`config.mk`:
```
export PLATFORM = sky130hd
export DESIGN_NAME = aht_sensor_seq
export DESIGN_NICKNAME = d
export VERILOG_FILES = /design/src/rtl/aht_sensor_seq.sv
export SDC_FILE = /design/constraint.sdc
export NUM_CORES = 1
export LEC_CHECK = 0
export CAP_MARGIN = 25
export CORE_MARGIN = 8
export CORE_UTILIZATION = 45
export CTS_BUF_LIST = sky130_fd_sc_hd__clkbuf_4 sky130_fd_sc_hd__clkbuf_8
export DETAILED_ROUTE_END_ITERATION = 10
export GPL_TIMING_DRIVEN = 0
export PLACE_DENSITY = 0.66
export SYNTH_ARGS = -nofsm -noshare
export SYNTH_HDL_FRONTEND = slang
export SYNTH_SLANG_ARGS = --single-unit
```
`constraint.sdc`:
```
create_clock -name clk -period 4.5 [get_ports clk]
set_input_delay 0.45 -clock clk [delete_from_list [all_inputs] [get_ports clk]]
set_output_delay 0.45 -clock clk [all_outputs]
set_load 0.005 [all_outputs]
```
`src/rtl/aht_sensor_seq.sv`:
```
// rtl/aht_sensor_seq.sv - AHT-series humidity/temperature sensor sequencer over an I2C byte engine
// Power-up wait, calibration check, trigger, busy polling, read-out with CRC check and retries.
module aht_sensor_seq #(
  parameter logic [6:0] I2C_ADR    = 7'h38,
  parameter int         T_PWRUP    = 2_000_000,
  parameter int         T_MEAS     = 4_000_000,
  parameter int         T_PERIOD   = 50_000_000,
  parameter int         CRC_EN     = 1,
  parameter int         MAX_RETRY  = 3,
  parameter int         BUSY_POLLS = 8
) (
  input  logic        clk,
  input  logic        rst_n,
  input  logic        mode,
  input  logic        trig,
  output logic [19:0] humi,
  output logic [19:0] temp,
  output logic        dout_vld,
  output logic        err,
  output logic [1:0]  err_code,
  output logic        busy,
  output logic        req,
  output logic [3:0]  cmd,
  output logic [7:0]  wr_data,
  input  logic [7:0]  rd_data,
  input  logic        done,
  input  logic        nack
);

  localparam int T_POLL  = (T_MEAS / 8 > 0) ? T_MEAS / 8 : 1;
  localparam int T_MAX_A = (T_PWRUP > T_MEAS) ? T_PWRUP : T_MEAS;
  localparam int T_MAX   = (T_MAX_A > T_PERIOD) ? T_MAX_A : T_PERIOD;
  localparam int TW      = $clog2(T_MAX + 1);
  localparam int RW      = $clog2(MAX_RETRY + 2);
  localparam int PW      = $clog2(BUSY_POLLS + 2);
  localparam int NB      = 6 + ((CRC_EN != 0) ? 1 : 0);

  localparam logic [TW-1:0] PWRUP_END  = TW'(T_PWRUP - 1);
  localparam logic [TW-1:0] MEAS_END   = TW'(T_MEAS - 1);
  localparam logic [TW-1:0] POLL_END   = TW'(T_POLL - 1);
  localparam logic [TW-1:0] PERIOD_END = TW'(T_PERIOD - 1);
  localparam logic [RW-1:0] RETRY_MAX  = RW'(MAX_RETRY);
  localparam logic [PW-1:0] POLL_LAST  = PW'(BUSY_POLLS - 1);
  localparam logic [2:0]    RD_LAST    = 3'(NB);
  localparam logic [7:0]    ADR_W      = {I2C_ADR, 1'b0};
  localparam logic [7:0]    ADR_R      = {I2C_ADR, 1'b1};
  localparam logic [3:0]    C_S = 4'h1, C_W = 4'h2, C_R = 4'h4, C_P = 4'h8;

  typedef enum logic [3:0] {
    PWRUP, IDLE, STAT, INIT, MEAS, MWAIT, POLL, READ, CHECK, PERIOD
  } state_t;

  state_t          state, state_nxt;
  logic [TW-1:0]   timer;
  logic [2:0]      idx, last_idx;
  logic [RW-1:0]   retry;
  logic [PW-1:0]   polls;
  logic            poll_wait, run_mode;
  logic [55:0]     sbuf;
  logic [7:0]      crc;
  logic            byte_end, crc_ok, fail, poll_start, poll_end;
  logic            do_vld, do_err, retry_inc, retry_clr;
  logic [1:0]      fail_code, code_nxt;

  function automatic logic [7:0] crc8_step(input logic [7:0] c, input logic [7:0] d);
    logic [7:0] r;
    r = c ^ d;
    for (int i = 0; i < 8; i++) r = r[7] ? ({r[6:0], 1'b0} ^ 8'h31) : {r[6:0], 1'b0};
    return r;
  endfunction

  assign busy   = (state != IDLE);
  assign crc_ok = (CRC_EN == 0) || (crc == sbuf[7:0]);

  always_comb begin
    state_nxt  = state;
    req        = 1'b0;
    cmd        = 4'h0;
    wr_data    = 8'h00;
    last_idx   = 3'd3;
    fail       = 1'b0;
    fail_code  = 2'd0;
    poll_start = 1'b0;
    poll_end   = 1'b0;
    do_vld     = 1'b0;
    do_err     = 1'b0;
    code_nxt   = 2'd0;
    retry_inc  = 1'b0;
    retry_clr  = 1'b0;

    // Byte table: what the engine is asked to do for the current byte.
    case (state)
      STAT: begin
        req = 1'b1;
        case (idx)
          3'd0:    begin cmd = C_S | C_W; wr_data = ADR_W; end
          3'd1:    begin cmd = C_W;       wr_data = 8'h71; end
          3'd2:    begin cmd = C_S | C_W; wr_data = ADR_R; end
          default: cmd = C_R | C_P;
        endcase
      end
      INIT, MEAS: begin
        req = 1'b1;
        case (idx)
          3'd0:    begin cmd = C_S | C_W; wr_data = ADR_W; end
          3'd1:    begin cmd = C_W; wr_data = (state == INIT) ? 8'hE1 : 8'hAC; end
          3'd2:    begin cmd = C_W; wr_data = (state == INIT) ? 8'h08 : 8'h33; end
          default: begin cmd = C_W | C_P; wr_data = 8'h00; end
        endcase
      end
      POLL: begin
        req      = !poll_wait;
        last_idx = 3'd1;
        if (idx == 3'd0) begin cmd = C_S | C_W; wr_data = ADR_R; end
        else cmd = C_R | C_P;
      end
      READ: begin
        req      = 1'b1;
        last_idx = RD_LAST;
        if (idx == 3'd0) begin cmd = C_S | C_W; wr_data = ADR_R; end
        else cmd = (idx == RD_LAST) ? (C_R | C_P) : C_R;
      end
      default: ;
    endcase

    byte_end = req && done && !nack && (idx == last_idx);

    if (req && done && nack) begin
      state_nxt = IDLE;
      do_err    = 1'b1;
      code_nxt  = 2'd1;
    end else begin
      case (state)
        PWRUP:  if (timer == PWRUP_END) state_nxt = IDLE;
        IDLE:   if (mode || trig) state_nxt = STAT;
        STAT:   if (byte_end) state_nxt = rd_data[3] ? MEAS : INIT;
        INIT:   if (byte_end) state_nxt = STAT;
        MEAS:   if (byte_end) state_nxt = MWAIT;
        MWAIT:  if (timer == MEAS_END) state_nxt = POLL;
        POLL: begin
          if (poll_wait) begin
            if (timer == POLL_END) poll_end = 1'b1;
          end else if (byte_end) begin
            if (!rd_data[7])              state_nxt = READ;
            else if (polls == POLL_LAST) begin fail = 1'b1; fail_code = 2'd2; end
            else                          poll_start = 1'b1;
          end
        end
        READ:   if (byte_end) state_nxt = CHECK;
        CHECK: begin
          if (crc_ok) begin
            do_vld    = 1'b1;
            retry_clr = 1'b1;
            state_nxt = run_mode ? PERIOD : IDLE;
          end else begin
            fail      = 1'b1;
            fail_code = 2'd3;
          end
        end
        PERIOD: if (timer == PERIOD_END) state_nxt = IDLE;
        default: state_nxt = PWRUP;
      endcase
    end

    // Busy timeout and CRC failure share the retry budget.
    if (fail) begin
      if (retry < RETRY_MAX) begin
        retry_inc = 1'b1;
        state_nxt = MEAS;
      end else begin
        do_err    = 1'b1;
        code_nxt  = fail_code;
        retry_clr = 1'b1;
        state_nxt = run_mode ? PERIOD : IDLE;
      end
    end
  end

  always_ff @(posedge clk or negedge rst_n) begin
    if (!rst_n) begin
      state     <= PWRUP;
      timer     <= '0;
      idx       <= '0;
      retry     <= '0;
      polls     <= '0;
      poll_wait <= 1'b0;
      run_mode  <= 1'b0;
      sbuf      <= '0;
      crc       <= 8'hFF;
      humi      <= '0;
      temp      <= '0;
      dout_vld  <= 1'b0;
      err       <= 1'b0;
      err_code  <= 2'd0;
    end else begin
      state <= state_nxt;
      if (state_nxt != state || poll_start || poll_end) begin
        timer <= '0;
        idx   <= '0;
      end else begin
        timer <= timer + 1'b1;
        if (req && done) idx <= idx + 1'b1;
      end

      if (state_nxt != state) begin
        poll_wait <= 1'b0;
        polls     <= '0;
      end else if (poll_start) begin
        poll_wait <= 1'b1;
        polls     <= polls + 1'b1;
      end else if (poll_end) begin
        poll_wait <= 1'b0;
      end

      if (state == IDLE || retry_clr) retry <= '0;
      else if (retry_inc)             retry <= retry + 1'b1;

      if (state == IDLE) run_mode <= mode;

      // Data bytes 0..5 feed the CRC; byte 6 (if read) is the received CRC.
      if (state != READ) begin
        crc <= 8'hFF;
      end else if (req && done && !nack && idx != 3'd0) begin
        sbuf <= {sbuf[47:0], rd_data};
        if (idx <= 3'd6) crc <= crc8_step(crc, rd_data);
      end

      dout_vld <= do_vld;
      err      <= do_err;
      if (do_err) err_code <= code_nxt;
      if (do_vld) begin
        humi <= {sbuf[8*(NB-2) +: 8], sbuf[8*(NB-3) +: 8], sbuf[8*(NB-4)+4 +: 4]};
        temp <= {sbuf[8*(NB-4) +: 4], sbuf[8*(NB-5) +: 8], sbuf[8*(NB-6) +: 8]};
      end
    end
  end

endmodule

```
# == Yosys cells after proc, flatten, opt, wreduce, memory -nomap -nowiden ==
# Cells that the tools add are included.
# classes
n_addsub,4
magnitude_cmp,2
n_eq_ne,22
n_mux,90
n_bitwise,10
reduce_logical,27
# op_table
op,count
2-to-1 mux 4 bit,21
2-to-1 mux 6 bit,9
one-hot mux 8 bit (3 select lines),2
one-hot mux 4 bit (10 select lines),1
2-to-1 mux 1 bit,30
"adder 26 x 1 -> 26 bit, second input constant",1
"equality test 26 x 19 -> 1 bit, second input constant",1
"equality test 26 x 21 -> 1 bit, second input constant",1
"equality test 26 x 22 -> 1 bit, second input constant",1
"equality test 26 bit, second input constant",1
2-to-1 mux 26 bit,1
2-to-1 mux 8 bit,3
inverter 3 bit,8
"equality test 4 x 3 -> 1 bit, second input constant",5
2-to-1 mux 2 bit,8
one-hot mux 4 bit (2 select lines),2
one-hot mux 4 bit (4 select lines),1
2-to-1 mux 3 bit,5
2-to-1 mux 7 bit,2
one-hot mux 7 bit (2 select lines),1
nonzero test 2 bit,5
"equality test 4 x 2 -> 1 bit, second input constant",2
"equality test 4 bit, second input constant",2
equality test 8 bit,1
other kinds (26),41
# word_totals
regBits,142
in_bits,14
out_inout_bits,58
elab_cells,169

# == Longest topological paths before layout ==
# Gate-level depths: netlist (run 1).
# logic_depth
depth_word,20
depth_mapped,11
mapped_depth_nobuf,8

# == Worst setup path before layout (run 1) ==
# OpenSTA, ideal clock, no wires.
# synth_timing
kind,flip-flop to flip-flop
from,register state[3]
to,register timer[17]
arrival_time_ps,2482
required_time_ps,4380
slack_ps,1898
path_stages_with_launch,12
cell_sequence,dfrtp_1 > buf_6 > and3b_2 > o21ai_2 > or4_1 > buf_2 > o21ai_1 > or4b_4 > o2111ai_2 > buf_6 > buf_12 > nor3_2
# synth_between
elab_chain_len,15
word_cells_on_any_way,47
# synth_lines
item,line,source
start: declaration,53,"state_t state, state_nxt;"
start signal: assignment,196,state <= state_nxt;
equality test 4 x 2 -> 1 bit / equality test 4 x 3 -> 1 bit (equally long branches),"92, 133",
OR reduction 4 bit (no source line),--,
one-hot mux 1 bit (2 select lines),92,case (state)
logical AND 1 bit,"126, 128",
logical AND 1 bit (2 in series),126,byte_end = req && done && !nack && (idx == last_idx);
2-to-1 mux 4 bit / 2-to-1 mux 1 bit (equally long branches),143,end else if (byte_end) begin
2-to-1 mux 4 bit / 2-to-1 mux 1 bit (equally long branches),141,if (poll_wait) begin
one-hot mux 4 bit (10 select lines) / one-hot mux 1 bit (2 select lines) (equally long branches),133,case (state)
2-to-1 mux 4 bit / 2-to-1 mux 1 bit (equally long branches),128,if (req && done && nack) begin
2-to-1 mux 4 bit,166,if (fail) begin
inequality test 4 bit,197,if (state_nxt != state || poll_start || poll_end) begin
logical OR 1 bit,197,
logical OR 1 bit *,197,
2-to-1 mux 26 bit *,197,
end signal: assignment,201,timer <= timer + 1'b1;
end: declaration,54,logic [TW-1:0] timer;
# Mark *: on every way between the ends. The rest lies on a longest branch, timed or not.
# A chain may end at the register's enable or synchronous reset.

# == Final worst setup path (run 1) ==
# layout_timing
from,register state[1]
to,register sbuf[38]
# layout_between
elab_chain_len,7
word_cells_on_any_way,13
# layout_lines
item,line,source
equality test 4 x 2 -> 1 bit / equality test 4 x 3 -> 1 bit (equally long branches),92,
OR reduction 4 bit (no source line),--,
one-hot mux 1 bit (2 select lines),92,
logical AND 1 bit (3 in series),223,end else if (req && done && !nack && idx != 3'd0) begin
AND reduction 2 bit (no source line) *,--,
end signal: assignment,224,"sbuf <= {sbuf[47:0], rd_data};"
end: declaration,59,logic [55:0] sbuf;
# Marks and branches as above.

==> results of run 1 <==
[cell usage after synthesis (13+ instances only)]
cell type and n:
clkbuf_1 17, dfrtp_1 134, inv_1 13, mux2_2 88, nand2_1 24, nand3_1 19
nand4_1 15, nor2_1 31, nor3_1 33, o21ai_0 22, xnor2_1 38, xor2_1 18
[kinds of logic (layout without fill, tap and decap cells)]
| family | count (synthesis) | count (layout) | share of synthesized area (%) |
|---|---|---|---|
| multiplexers | 94 | 94 | 15.0 |
| adder cells (fa/ha/maj) | 8 | 8 | 1.43 |
| AO/OA/AOI/OAI | 66 | 66 | 6.83 |
| buffers and inverters | 43 | 149 | 3.19 |
| AND/OR/NAND/NOR | 194 | 194 | 15.8 |
| flip-flops | 142 | 142 | 50.8 |
| XOR/XNOR | 56 | 56 | 6.99 |
[final cells by class]
class | count | area, µm²
tap | 188 | 235
multi-input combinational | 418 | 3230
timing repair buffer | 74 | 754
clock inverter | 13 | 151
inverter | 13 | 48.8
clock buffer | 19 | 262
sequential | 142 | 3560
buffer | 30 | 175
fill | 1314 | 6780
[routing by layer]
layer	wire length, µm	up-vias
li1	-	2375
met1	7990	2547
met2	7610	124
met3	699	17
met4	195	0
met5	0	-
[stage by stage]
step | setup WS, ns | hold WS, ns | setup TNS [ns]
2_1_floorplan | 1.90 | 0.154 | 0
3_3_place_gp | -2.55 | 0.465 | -345.87
3_5_place_dp | 0.827 | 0.429 | 0
4_1_cts | 0.933 | 0.510 | 0
5_1_grt | 0.642 | 0.525 | 0
6_report | 0.964 | 0.504 | 0
[registers in the layout (all words and copies together), names as in the netlist, 2 cells and up]
signal,flops
crc,8
err_code,2
humi,20
idx,3
polls,4
retry,3
sbuf,48
state,4
temp,20
timer,26
[report_power, final]
part,switching [mW],internal (mW)
Sequential,0.0353,1.31
Combinational,0.524,0.368
Clock,0.520,0.535
[final timing paths]
check	start	endpoint	slack [ns]	cells after the start
setup / recovery	state[1]	sbuf[38]	0.96	7
hold / removal	sbuf[45]	sbuf[45]	0.50	1
setup reg to reg	state[1]	sbuf[38]	0.96	7
hold reg to reg	sbuf[45]	sbuf[45]	0.50	1
max in group asynchronous	rst_n	crc[4]	3.15	3
min in group asynchronous	rst_n	timer[14]	0.51	2
[worst max-delay path: cells and delay by family (launching register included)]
kind | cells | cell delay [ns]
mux | 1 | 0.37
simple gates | 3 | 1.41
flops | 1 | 0.44
buf+inv | 3 | 1.19
[cells in the final DEF (no fill, tap or decap), drive strengths merged, types with 4 or more instances in the layout]
| cell | count |
|---|---|
| nand3 | 19 |
| nor2 | 31 |
| o21ai | 25 |
| a21oi | 6 |
| mux2i | 5 |
| inv | 19 |
| o22a | 4 |
| nor2b | 8 |
| dfstp | 8 |
| mux2 | 89 |
| nor3 | 44 |
| nand4 | 15 |
| nand3b | 4 |
| ha | 8 |
| nand2b | 6 |
| or4 | 5 |
| xor2 | 18 |
| and3 | 7 |
| buf | 15 |
| dfrtp | 134 |
| xnor2 | 38 |
| clkdlybuf4s50 | 70 |
| nand2 | 24 |
| clkbuf | 37 |
| nor4 | 11 |
[timing repair]
| item | in CTS | in global routing |
|---|---|---|
| setup buffers | 0 | 0 |
| hold buffers | 1 | 0 |
| endpoints found under the hold margin | 47 | 0 |
| resized for setup | 0 | 0 |
==> summary.txt, run 1 <==
Status
  – Status: completed

Worst setup path
  – Critical path peak fanout: 10
  – Crit path largest cell delay: 0.75 ns
  – Arr. time, crit path: 3.86 ns
  – Critical path class: reg2reg
  – Crit. End Element: register
  – Worst path slowest cell: nor4b_1
  – Top cell by count, worst path: buf_2
  – Startpoint types: register
  – WP data required: 4.83 ns
  – Critical-path cell list: buf_2, nand2_1, nor2_1, nor4b_1, clkbuf_1, buf_2, mux2_2

Finish
  – Layout Nets: 718
  – Non-Filler Instances: 897
  – Layout cells sized above 1: 23.4%
  – Synthesis-to-layout area growth: 20.0%
  – Fin area: 8420 µm²
  – ANT cells: 0
  – Final core occ: 55.4%

Placed design
  – Area after DPL: roughly 8000 µm²
  – # port buffers: 71
  – Post-DP HPWL: 12200 µm
  – Placer Congestion: 0.915
  – Placed insts: between 800 and 900

Clock tree
  – CTS tree: yes
  – Register clock-pin slew on the reported worst setup and hold paths: 0.08 ns
  – # clock sinks: 142
  – CTS Buffer Depth: 2
  – Skew-Pair Late Insertion Delay: 0.45 ns
  – CTS Root Cell: clkbuf_8
  – H-tree levels: 4
  – Cts bufs inserted: 17

Global route
  – Busiest grt layer: met2
  – GR Util met1: 23.7%
  – First-pass GRT wire length: 27700 µm
  – GR Util met3: 4.36%
  – Vias in the first global route: 5213
  – Overall routing resource usage: between 15 and 20%
  – Antenna violations before repair: 0
  – Largest net degree at the start of global routing: 96
  – Total gr overflow: 0
  – GR Util met2: a little over a quarter

Pwr
  – Total leakage power: 3.73 nW
  – Max VDD drop: 234 µV
  – Pwr Density: 390 nW/µm²
  – Total chip power: roughly 3.3 mW

Logic synthesis
  – Post-Synthesis Cells: roughly 600
  – Ys async rst share: 100%
  – Post-synthesis instance area: between 7000 and 8000 µm²
  – Synth unique cells: 67
  – Ys Warns: 0
  – Ys flop type: dfrtp_1
  – Seq/Total Area, Yosys: between 50 and 60%
  – Average size of a mapped cell: between 10 and 15 µm²
  – Top cells by area, synth: dfrtp_1 48%, mux2_2 14%, xnor2_1 4.7%
  – Synth top area share: 47.8%
  – Post-synthesis register bit count: 142
  – EDFF count, synth: 0
  – Area leader, netlist: dfrtp_1
  – Synth Net Count: 625

Floorplan
  – Core ar.: 15200 µm²
  – Site Rows: 45
  – Die Y: 141 µm
  – I/O pin total: between 70 and 80
  – Die Wd: 141 µm
  – Die area: approximately 20000 µm²
  – Initial Util: 46.2%

STA
  – Clock Skews: roughly 0.012 ns
  – Worst-margin pin slew: 0.829 ns
  – Post-route clock period utilization: 78.6%
  – RSZ-0062 raised after global routing: false
  – Slew HR: 43.9%
  – Setup-failing EPs final: 0
  – Slew Limit Fails: 0
  – Fmax achieved: 283 MHz
  – Hold Vio Cnt, Final: 0
  – Post-layout min period: roughly 3.5 ns

Hold path
  – Worst min path class: reg2reg

Routing
  – Detailed-route via count: 5063
  – Wire length per cell: between 15 and 20 µm
  – DRC viols: 0
  – DR pass1 iterations: 4
  – Via-to-Cell Ratio: 5.64
  – DRT iter0 DRCs: 256
  – Detail Route Antenna Nets: 0
  – Final Routed Wirelength: roughly 16000 µm

Run
  – MaxCap Viol Count: 0
Power figures use the tool's default switching activity.
==> inputs of run 2 (changes only) <==
--- a/config.mk
+++ b/config.mk
@@ -11,7 +11,7 @@
 export CTS_BUF_LIST = sky130_fd_sc_hd__clkbuf_4 sky130_fd_sc_hd__clkbuf_8
 export DETAILED_ROUTE_END_ITERATION = 10
 export GPL_TIMING_DRIVEN = 0
-export PLACE_DENSITY = 0.66
+export PLACE_DENSITY = 0.68
 export SYNTH_ARGS = -nofsm -noshare
 export SYNTH_HDL_FRONTEND = slang
 export SYNTH_SLANG_ARGS = --single-unit
==> constraint.sdc (replaced) <==
create_clock -name clk -period 3.12 [get_ports clk]
set_input_delay 0.312 -clock clk [delete_from_list [all_inputs] [get_ports clk]]
set_output_delay 0.312 -clock clk [all_outputs]
set_load 0.005 [all_outputs]
==> run 2 against run 1 <==
Global-route usage is 0.84 points lower; die area is the same; utilization is 0.24 points higher; critical path depth rose by 5; worst setup slack lost 0.84 ns; total power rose by 41%.
==> summary.txt, run 2 (synthesis gave the netlist of run 1 again) <==
Routing
  – DRT iter0 DRCs: 319
  – Wire length per cell: 18.1 µm
  – DR pass1 iterations: 7
  – Via-to-Cell Ratio: about 5.7
  – Met2 WL: ~7300 µm
  – Wl on met1: 7520 µm
  – Detail Route Antenna Nets: 0
  – Final Routed Wirelength: around 16000 µm
  – Routed wl met3: 1020 µm
  – Highest metal used: met4
  – DRC viols: 0
  – Detailed-route via count: 5095

Clock tree
  – Register clock-pin slew on the reported worst setup and hold paths: 0.08 ns
  – # clock sinks: around 140
  – Cts bufs inserted: 17
  – Skew-Pair Late Insertion Delay: 0.45 ns
  – CTS tree: yes
  – CTS Root Cell: clkbuf_8
  – CTS Buffer Depth: 2
  – H-tree levels: 4

Floorplan
  – Die area: 19900 µm²
  – Die Wd: approximately 140 µm
  – Site Rows: 45
  – Core ar.: 15200 µm²
  – I/O pin total: slightly above 70
  – Die Y: 141 µm
  – Initial Util: 46.2%

Finish
  – Biggest register: sbuf
  – Fin area: 8460 µm²
  – Max reg flops: between 40 and 50
  – Synthesis-to-layout area growth: 20.5%
  – Commonest non-fill, non-tap cell in the layout: dfrtp_1
  – Most frequent cells in the layout: 134 x dfrtp_1, 88 x mux2_2, 70 x clkdlybuf4s50_1, 38 x xnor2_1, 33 x nor3_1
  – ANT cells: 0
  – Layout cells sized above 1: between 20% and 30%
  – Largest regs: sbuf: 48 flops, timer: 26 flops
  – Layout Nets: between 700 and 800

STA
  – Setup-failing EPs final: 0
  – Setup slack after layout: 0.122 ns
  – Post-route clock period utilization: between 90% and 100%
  – Post-layout min period: about 3.0 ns
  – Slew Limit Fails: 0
  – Slew HR: 49.7%
  – RSZ-0062 raised after global routing: true
  – Fmax achieved: about 330 MHz
  – Clock Skews: 0.00755 ns
  – Worst-margin pin slew: 0.748 ns
  – Hold Vio Cnt, Final: 0

Global route
  – Vias in the first global route: 5090
  – Total gr overflow: 0
  – Largest net degree at the start of global routing: 92
  – Antenna violations before repair: 0
  – First-pass GRT wire length: 26600 µm
  – Overall routing resource usage: between 15 and 20%

Status
  – Status: completed

Pwr
  – Pwr Density: 548 nW/µm²
  – Total chip power: approximately 4.6 mW
  – Max VDD drop: 337 µV
  – Total leakage power: 3.74 nW

Worst setup path
  – Critical path peak fanout: 18
  – Crit. End Element: register
  – Worst path slowest cell: or4_1
  – Startpoint types: register
  – RR Startpoint: state[0]
  – Critical path class: reg2reg
  – Crit path largest cell delay: 0.46 ns
  – WP data required: 3.45 ns
  – Top cell by count, worst path: buf_6
  – Arr. time, crit path: 3.33 ns
  – Delay-heaviest family, CP: simple AND/OR/NAND/NOR gates
  – Crit path launch: state[0]
  – Critical-path cell list: buf_6, nor2b_2, o211ai_2, or4_1, buf_2, nor4_2, o41ai_2, buf_4, o2111ai_2, buf_6, buf_12, nor3_2
  – Worst Path Buf+Inv: 5

Placed design
  – # port buffers: 71
  – Area after DPL: about 8000 µm²
  – Post-DP HPWL: 11800 µm
  – Placer Congestion: 0.909
  – Placement Setup Slack: -0.404 ns

Run
  – MaxCap Viol Count: 0

Hold path
  – Worst min path class: in2async
## run 2: what timing repair did
item,CTS,global route
endpoints found under the setup margin,54,60
buffers inserted,0,1
hold endpoints to repair,51,0
pin swaps,0,3
hold buffers,1,0
gates resized for setup,4,19
## run 2: final timing paths
path | slack [ns] | depth (start not counted) | end
worst max register to register | 0.12 | 12 | timer[22]
max in group asynchronous | 1.92 | 3 | crc[0]
min in group clk | 0.51 | 1 | timer[0]
worst max-delay path | 0.12 | 12 | timer[22]
worst min-delay path | 0.38 | 2 | humi[18]
worst min register to register | 0.51 | 1 | timer[0]
## run 2: cell type report
type / count / area, µm²
plain buffers: 27 / 174
clock inverters: 12 / 113
clock buffers: 20 / 263
well taps: 188 / 235
repair buffers: 75 / 762
inverters: 13 / 48.8
flip-flops and latches: 142 / 3560
multi-input cells: 418 / 3300
fillers: 1280 / 6740
## run 2: power breakdown
part / internal, mW / switching [mW] / leakage, nW
clock network: 0.671 / 0.710 / 0.179
registers: 1.88 / 0.0519 / 1.94
logic: 0.563 / 0.757 / 1.62
total: 3.12 / 1.52 / 3.74
## run 2: per-layer routing
| metal | vias up | track usage (%) |
|---|---|---|
| met3 | 22 | 4.02 |
| met5 | - | 0 |
| met1 | 2568 | 22.5 |
| met4 | 0 | 6.79 |
| li1 | 2355 | - |
| met2 | 150 | 25.0 |
## run 2: per-stage QoR
stage	util, %	instances	setup TNS [ns]	hold WS (ns)
4_1_cts	55.1	893	0	0.382
5_1_grt	55.6	895	-0.119	0.417
2_1_floorplan	-	603	0	0.0164
6_report	55.6	895	0	0.383
3_5_place_dp	52.6	863	-5.11	0.300
3_3_place_gp	52.4	862	-521.83	0.470
==> inputs of run 3 (changes only) <==
==> constraint.sdc (replaced) <==
create_clock -name clk -period 2.4 [get_ports clk]
set_input_delay 0.24 -clock clk [delete_from_list [all_inputs] [get_ports clk]]
set_output_delay 0.24 -clock clk [all_outputs]
set_load 0.005 [all_outputs]
==> run 3 against run 2 <==
The run now ends with negative setup slack left; hold slack got worse by 0.019 ns; clock skew increased by 0.0024 ns; die area unchanged; largest power group is now combinational logic; sequential power increased by 29%; global-route usage increased by 1.6 points; clock power increased by 46%; critical path type unchanged; sequential share of layout area decreased by 4.9 points.
==> summary.txt, run 3 (synthesis gave the netlist of run 1 again) <==
Finish
  – Final core occ: between 60% and 70%
  – Synthesis-to-layout area growth: 36.5%
  – Most frequent cells in the layout: 130 x dfrtp_1, 88 x mux2_2, 63 x buf_4, 56 x clkdlybuf4s50_1, 38 x xnor2_1
  – Layout Nets: 785
  – Largest regs: sbuf: 48 flops, timer: 26 flops
  – Non-Filler Instances: 964
  – Layout cells sized above 1: 42.1%
  – Fillers: 1143
  – Commonest non-fill, non-tap cell in the layout: dfrtp_1
  – ANT cells: 0
  – Biggest register: sbuf
  – Max reg flops: 48

STA
  – Fmax achieved: roughly 360 MHz
  – Slew Limit Fails: 0
  – RSZ-0062 raised after global routing: true
  – Hold_ws: 0.363 ns
  – Slew HR: 46.1%
  – Worst-margin pin slew: about 0.80 ns
  – Hold Vio Cnt, Final: 0
  – Setup slack after layout: -0.365 ns
  – Setup-failing EPs final: 39
  – Post-route clock period utilization: 115%
  – Post-layout min period: 2.76 ns
  – Setup TNS: -11.35 ns
  – Clock Skews: 0.00996 ns

Placed design
  – # port buffers: 71
  – Post-DP HPWL: 12000 µm
  – Placed insts: 863
  – Placer Congestion: 0.916

Floorplan
  – Die Y: 141 µm
  – Initial Util: between 40% and 50%
  – Site Rows: 45
  – Die area: between 15000 and 20000 µm²
  – I/O pin total: 72
  – Core ar.: approximately 15000 µm²
  – Die Wd: 141 µm

Clock tree
  – CTS tree: yes
  – Skew-Pair Late Insertion Delay: 0.45 ns
  – Register clock-pin slew on the reported worst setup and hold paths: 0.08 ns
  – CTS Buffer Depth: 2
  – Cts bufs inserted: 17
  – H-tree levels: 4
  – # clock sinks: 142
  – CTS Root Cell: clkbuf_8

Global route
  – Largest net degree at the start of global routing: 78
  – Vias in the first global route: approximately 5400
  – First-pass GRT wire length: 28900 µm
  – Overall routing resource usage: between 10% and 20%
  – Antenna violations before repair: 0
  – Total gr overflow: 0

Pwr
  – Max VDD drop: 505 µV
  – Pwr Density: between 700 and 800 nW/µm²
  – Total leakage power: approximately 4.3 nW

Routing
  – DRT iter0 DRCs: 305
  – Final Routed Wirelength: 18200 µm
  – Via-to-Cell Ratio: 5.62
  – Detail Route Antenna Nets: 0
  – Wire length per cell: 18.9 µm
  – DRC viols: 0
  – Detailed-route via count: 5414
  – DR pass1 iterations: 5

Worst setup path
  – Critical-path cell list: ha_2, nand4_1, buf_4, or4_4, o41a_1, o31ai_4, or4b_4, o2111ai_4, buf_6, buf_6, nor3_4
  – Critical path class: reg2reg
  – Startpoint types: register
  – Crit. End Element: register
  – Worst path slowest cell: o41a_1
  – WP data required: roughly 2.8 ns
  – Critical path peak fanout: 4
  – Crit path largest cell delay: between 0.4 and 0.5 ns
  – Top cell by count, worst path: buf_6
  – Arr. time, crit path: 3.13 ns

Hold path
  – Worst min path class: in2async

Status
  – Status: finished with violations
  – Failing checks: negative setup slack

Run
  – MaxCap Viol Count: 0
run 3: cell count changes in the layout (fill, tap and decap cells not counted), moves of 4 or more:
cell / previous run / this run
dfrtp_2: 0 / 4
nor3_2: 10 / 26
nor3_4: 1 / 6
dfrtp_1: 134 / 130
nand3_1: 19 / 15
clkbuf_2: 4 / 8
buf_4: 5 / 63
nor3_1: 33 / 12
clkdlybuf4s50_1: 70 / 56
clkbuf_1: 11 / 4
buf_6: 5 / 16
inv_1: 12 / 8
o21ai_0: 22 / 15
run 3: timing repair:
action	CTS	global route
hold endpoints to repair	65	0
buffers inserted	38	31
cloned	4	1
gates resized for setup	123	74
pin swaps	22	18
setup endpoints to repair	148	95
hold buffers	1	0
run 3: layout make-up:
| cell class | instances | area (µm²) | area share (%) |
|---|---|---|---|
| inverters | 13 | 55.1 | 0.574 |
| repair buffers | 144 | 1350 | 14.0 |
| plain buffers | 27 | 268 | 2.79 |
| clock inverters | 15 | 186 | 1.95 |
| clock buffers | 17 | 234 | 2.44 |
| multi-input cells | 418 | 3690 | 38.5 |
| flip-flops and latches | 142 | 3570 | 37.2 |
| well taps | 188 | 235 | 2.45 |
run 3: through the flow:
stage	cell area (µm²)	setup slack (ns)	power, mW
global placement	8010	-4.36	4.20
CTS	9210	-0.303	7.12
detailed placement	8040	-0.685	4.24
finish	9580	-0.365	7.52
floorplan	7070	-0.183	3.63
global route	9580	-0.478	7.84
run 3: worst max-delay path, delay by kind of cell, from the launching register on:
| family | cells | cell delay (ns) |
|---|---|---|
| simple gates | 4 | 0.97 |
| compound gates | 3 | 0.66 |
| buf+inv | 3 | 0.51 |
| flops | 1 | 0.37 |
| fa+ha+maj | 1 | 0.18 |
run 3: per-layer routing:
layer | wire length, µm | GRT usage (%)
met1 | 8190 | 24.1
met2 | 8870 | 29.2
met3 | 908 | 4.15
met4 | 252 | 5.77
met5 | 0 | 0
run 3: power breakdown:
group          switching [mW]  total (mW)  internal [mW]  leakage, nW
registers              0.0586        2.51           2.45         1.94
logic                    1.51        2.99           1.48         2.14
clock network           0.974        2.02           1.05        0.211
total                    2.54        7.52           4.98         4.28
run 3: final timing paths:
path                            start        end  slack, ns  cells past startpoint
min                             rst_n  timer[13]       0.36                      2
max                          timer[1]     idx[0]      -0.36                     11
min reg2reg                  sbuf[40]   humi[12]       0.51                      1
min in group clk           rd_data[1]    sbuf[1]       0.46                      2
max reg2reg                  timer[1]     idx[0]      -0.36                     11
max in group asynchronous       rst_n     crc[4]       1.21                      3
